[src/rtl/wts_key_event_scheduler.sv]
// wts_key_event_scheduler: slot-aligned key command to per-channel pulse scheduler (optional WTS_KEY_RETRIGGER_OFF_EN)
module wts_key_event_scheduler (
  input  logic       clk,
  input  logic       reset,
  input  logic [2:0] active,
  input  logic       cmd_valid,
  output logic       cmd_ready,
  input  logic [2:0] cmd_channel,
  input  logic [1:0] cmd_type,
  output logic       ch_a_key_on,
  output logic       ch_a_key_release,
  output logic       ch_a_key_off,
  output logic       ch_b_key_on,
  output logic       ch_b_key_release,
  output logic       ch_b_key_off,
  output logic       ch_c_key_on,
  output logic       ch_c_key_release,
  output logic       ch_c_key_off,
  output logic       ch_d_key_on,
  output logic       ch_d_key_release,
  output logic       ch_d_key_off,
  output logic       ch_e_key_on,
  output logic       ch_e_key_release,
  output logic       ch_e_key_off,
  output logic [4:0] key_status
);
  typedef enum logic [1:0] {IDLE, ON, RELEASED} state_t;
  state_t     st [5];
  state_t     st_n [5];
  logic [1:0] pt [5];
  logic [1:0] pt_n [5];
  logic [4:0] pv, pv_n;
  logic [4:0] on_q, rel_q, off_q, on_n, rel_n, off_n;
  logic [7:0] pv8;
  logic       store, go;
  assign pv8 = {3'b000, pv};
  assign cmd_ready = cmd_channel > 3'd4 || cmd_type == 2'd2 || !pv8[cmd_channel];
  assign store = cmd_valid && cmd_ready && cmd_channel < 3'd5 && cmd_type != 2'd3;
  // Dispatch the slot's pending event; a same-channel key_off accept takes priority over dispatch
  always_comb begin
    st_n = st;
    pt_n = pt;
    pv_n = pv;
    on_n = '0;
    rel_n = '0;
    off_n = '0;
    go = 1'b0;
    for (int i = 0; i < 5; i++) begin
      go = active == 3'(i) && pv[i] && !(store && cmd_channel == 3'(i));
      if (go) begin
        if (pt[i] == 2'd0) begin
`ifdef WTS_KEY_RETRIGGER_OFF_EN
          if (st[i] != IDLE) begin
            off_n[i] = 1'b1;
            st_n[i] = IDLE;
          end else begin
            on_n[i] = 1'b1;
            st_n[i] = ON;
            pv_n[i] = 1'b0;
          end
`else
          on_n[i] = 1'b1;
          st_n[i] = ON;
          pv_n[i] = 1'b0;
`endif
        end else if (pt[i] == 2'd1) begin
          pv_n[i] = 1'b0;
          rel_n[i] = st[i] == ON;
          st_n[i] = st[i] == ON ? RELEASED : st[i];
        end else begin
          pv_n[i] = 1'b0;
          off_n[i] = 1'b1;
          st_n[i] = IDLE;
        end
      end
      if (store && cmd_channel == 3'(i)) begin
        pv_n[i] = 1'b1;
        pt_n[i] = cmd_type;
      end
    end
  end
  // Channel state, pending slots and registered pulses
  always_ff @(posedge clk) begin
    if (reset) begin
      for (int i = 0; i < 5; i++) begin
        st[i] <= IDLE;
        pt[i] <= 2'd0;
      end
      pv <= '0;
      on_q <= '0;
      rel_q <= '0;
      off_q <= '0;
    end else begin
      st <= st_n;
      pt <= pt_n;
      pv <= pv_n;
      on_q <= on_n;
      rel_q <= rel_n;
      off_q <= off_n;
    end
  end
  always_comb for (int i = 0; i < 5; i++) key_status[i] = st[i] != IDLE;
  assign {ch_e_key_on, ch_d_key_on, ch_c_key_on, ch_b_key_on, ch_a_key_on} = on_q;
  assign {ch_e_key_release, ch_d_key_release, ch_c_key_release, ch_b_key_release, ch_a_key_release} = rel_q;
  assign {ch_e_key_off, ch_d_key_off, ch_c_key_off, ch_b_key_off, ch_a_key_off} = off_q;
endmodule
[config.mk]
export PLATFORM = sky130hd
export DESIGN_NAME = wts_key_event_scheduler
export DESIGN_NICKNAME = d
export VERILOG_FILES = /design/src/rtl/wts_key_event_scheduler.sv
export SDC_FILE = /design/constraint.sdc
export NUM_CORES = 1
export LEC_CHECK = 0
export CORE_MARGIN = 2
export CORE_UTILIZATION = 25
export CTS_BUF_LIST = sky130_fd_sc_hd__clkbuf_16
export DETAILED_ROUTE_END_ITERATION = 8
export MAX_ROUTING_LAYER = met4
export PLACE_DENSITY = 0.56
export SLEW_MARGIN = 20
export SYNTH_ARGS = -nofsm -noshare
export SYNTH_HDL_FRONTEND = slang
export SYNTH_SLANG_ARGS = --single-unit
[constraint.sdc]
create_clock -name clk -period 1.53 [get_ports clk]
set_input_delay 0.306 -clock clk [delete_from_list [all_inputs] [get_ports clk]]
set_output_delay 0.306 -clock clk [all_outputs]
set_load 0.01 [all_outputs]
==> run metrics, run 1 <==
Worst Tran Pin Value=between 300 and 400 ps; Post-CTS Hold Fix Bufs=0; Worst Path Arrival=about 1400 ps; total detailed-routing wirelength=around 5000 µm; Max-Cap Viols=0; status=finished with violations; Worst-Skew Late Latency=280 ps; DRT iter0 DRCs=59; Seq pwr share=between 40% and 50%; met3 WL=roughly 200 µm; drt drc=0; Core ar.=7290 µm²; Yosys cell types=between 40 and 50; EDFF count, synth=0; worst reg2reg path depth=4; Core Util, Final=39.3%; WP data required=between 1000 and 1500 ps; worst-path fanout max=2; minimum clock period=approximately 1700 ps; Final Setup Violations=2; Hold Violations, Final=0; first-pass GRT wire length=approximately 8300 µm; Final Skew=7.12 ps; Die W=~90 µm; Post-Syn Area=~1900 µm²; FF-to-FF setup slack=-20 ps; Max Slew Vio Count=0; fmax=approximately 0.60 GHz; post-route ant nets=0; startpoint types=flip-flop; Total Power=approximately 2.5 mW; Clock power frac=47.5%; highest routed layer=met4; Die ar.=between 8000 and 9000 µm²; Ant. Diodes=0; Hold Path Origin=st[2]$_SDFFE_PP0P_; starting density of the core=between 20% and 30%; min-delay worst type=reg -> reg; syn_nets=around 230; share of cells above drive strength 1=30.2%; final worst setup slack=-133 ps; vias in the first global route=1777; port bufs=31; Crit. End Element=output pin; clk slew on worst S/H paths=about 60 ps; Synth async-reset ratio=0%; Synth Flop Type=dfxtp_1; DR pass1 iterations=4; CTS tree=built; CTS Sinks=40; static leakage=about 1.1 nW; P_sw=around 0.55 mW; CTS Buf Count=5; final worst path period share=109%; Area after DPL=2530 µm²; critical path cell sequence=mux4_2, nand2_2, a21o_1, buf_2; synth warn=0; met2 routed WL=about 2300 µm; Worst Path Buf+Inv=1; DR vias=roughly 1800; failing checks=negative setup slack; hold path endpoint=rel_q[3]$_SDFF_PP0_; clk buf depth=2; Die Span Y=roughly 90 µm; Hold Path Depth=2; Gate power share=9.9%; P_int=1.94 mW; pin count of the biggest net entering global routing=21; RSZ-0062 raised after global routing=yes; Reg-to-Reg Start=pv[0]$_SDFFE_PP0P_; top-level I/O count=32; synthesized netlist cell count=about 220; Rows=31; antenna violations before repair=0; CTS H-tree depth=2; dpl hpwl=around 3800 µm; Max-slew headroom=between 70% and 80%; Worst IR Drop VDD=387 µV; met1 wire length=2360 µm; GRT Total Usage=between 10% and 20%; slowest stage cell, crit path=mux4_2; routability cong.=between 0.7 and 0.8; reg2reg end=st[9]$_SDFFE_PP0P_; number of synthesized register bits=40; gr ovfl total=0; CP peak stage delay=between 400 and 500 ps; sequential area share after synthesis=42.2%; CP delay by family, top=multiplexers; Vias/cell=4.81; layout overhead on the synthesized area=51.0%; NumNets Final=~300; Root Buffer=clkbuf_16; Net Sw Frac=between 20% and 30%; PD cells=870 nW/µm²; post-DR wirelength/cell=12.9 µm; crit path kind=reg -> out; mean area per synthesized cell=around 8.7 µm²; Final Cell Area=between 2000 and 3000 µm²
==> final cells by class <==
type	instances	area, µm²
clock buffers	5	125
inverters	12	45.0
clock inverters	3	42.5
well taps	99	124
multi-input cells	156	1120
fillers	778	4430
repair buffers	69	604
flip-flops and latches	40	805
==> cells in the final DEF (no fill, tap or decap), types with 11 or more instances in the layout <==
master           instances
dfxtp_1                 37
buf_4                   34
clkdlybuf4s50_1         17
o21ai_0                 16
nand3_1                 14
a21oi_1                 14
nor2_1                  13
inv_1                   11
nand2_1                 11
dlygate4sd2_1           11
==> stage by stage <==
step	setup TNS [ps]	std cells	hold WS (ps)	setup WS, ps
2_1_floorplan	0	218	443	86.0
6_report	-162	384	482	-133
4_1_cts	-138	383	487	-138
3_5_place_dp	-15680	372	475	-785
3_3_place_gp	-14920	372	469	-788
5_1_grt	-378	384	508	-185
==> registers in the layout, summed over array words and instances (netlist names) <==
signal,flops
rel_q,5
pv,5
on_q,5
pt,10
off_q,5
st,10
==> power by group through the flow <==
stage               Clock (mW)  Sequential, mW  Combinational [mW]
floorplan                    0            1.08               0.104
global placement             0            1.08               0.215
detailed placement           0            1.08               0.218
CTS                       1.22            1.06               0.225
global route              1.26            1.06               0.270
finish                    1.18            1.06               0.248
==> Yosys cell counts (3+ instances only) <==
master | n | area, µm²
nand4_1 | 3 | 18.8
o211ai_1 | 5 | 37.5
a22oi_1 | 4 | 30.0
and3_1 | 6 | 37.5
nand3_1 | 14 | 70.1
clkbuf_1 | 4 | 15.0
nand2_1 | 13 | 48.8
inv_1 | 11 | 41.3
nor2b_1 | 4 | 25.0
nor2_1 | 15 | 56.3
a21o_1 | 5 | 37.5
dfxtp_1 | 40 | 801
nand2b_1 | 7 | 43.8
buf_6 | 3 | 33.8
o21ai_0 | 19 | 95.1
nor4_1 | 5 | 31.3
a21oi_1 | 18 | 90.1
==> per-layer routing <==
layer,vias to the layer above,global-route usage [%]
li1,942,-
met4,0,4.55
met2,35,19.3
met1,864,16.2
met3,6,3.24
met5,-,-
==> how the worst max path moves through the flow <==
stage / endpoint / depth (start not counted) / startpoint
after floorplan: st[5]$_SDFFE_PP0P_ / 6 / cmd_type[1]
after global placement: cmd_ready / 5 / cmd_channel[0]
after detailed placement: cmd_ready / 5 / cmd_channel[0]
after CTS: cmd_ready / 4 / pv[3]$_SDFFE_PP0P_
after global routing: cmd_ready / 4 / pv[3]$_SDFFE_PP0P_
final: cmd_ready / 4 / pv[3]$_SDFFE_PP0P_
==> what timing repair did <==
item	CTS	global route
pin swaps	4	12
endpoints found under the setup margin	43	27
setup buffers	3	1
resized for setup	31	30
==> worst register-to-register path, delay by kind of cell (launching register included) <==
family	cells	cell delay, ps
DFF	1	340
and+or+nand+nor	1	500
buffers and inverters	1	120
AOI/OAI and AO/OA	2	480
==> cells by family (layout without fill, tap and decap cells) <==
group                  count (synthesis)  count (layout)  synth area share [%]
AOI/OAI and AO/OA                     70              70                  23.8
buffers and inverters                 22              89                  5.87
and+or+nand+nor                       85              85                  26.9
muxes                                  1               1                  1.19
DFF                                   40              40                  42.2
No activity file was read; power rests on OpenSTA's default activity.
==> inputs of run 2 (changes only) <==
--- a/config.mk
+++ b/config.mk
@@ -9,6 +9,7 @@
 export CORE_UTILIZATION = 25
 export CTS_BUF_LIST = sky130_fd_sc_hd__clkbuf_16
 export DETAILED_ROUTE_END_ITERATION = 8
+export GPL_TIMING_DRIVEN = 1
 export MAX_ROUTING_LAYER = met4
 export PLACE_DENSITY = 0.56
 export SLEW_MARGIN = 20
==> results of run 2 <==
Final layout, timing and power as in run 1 (identical DEF).
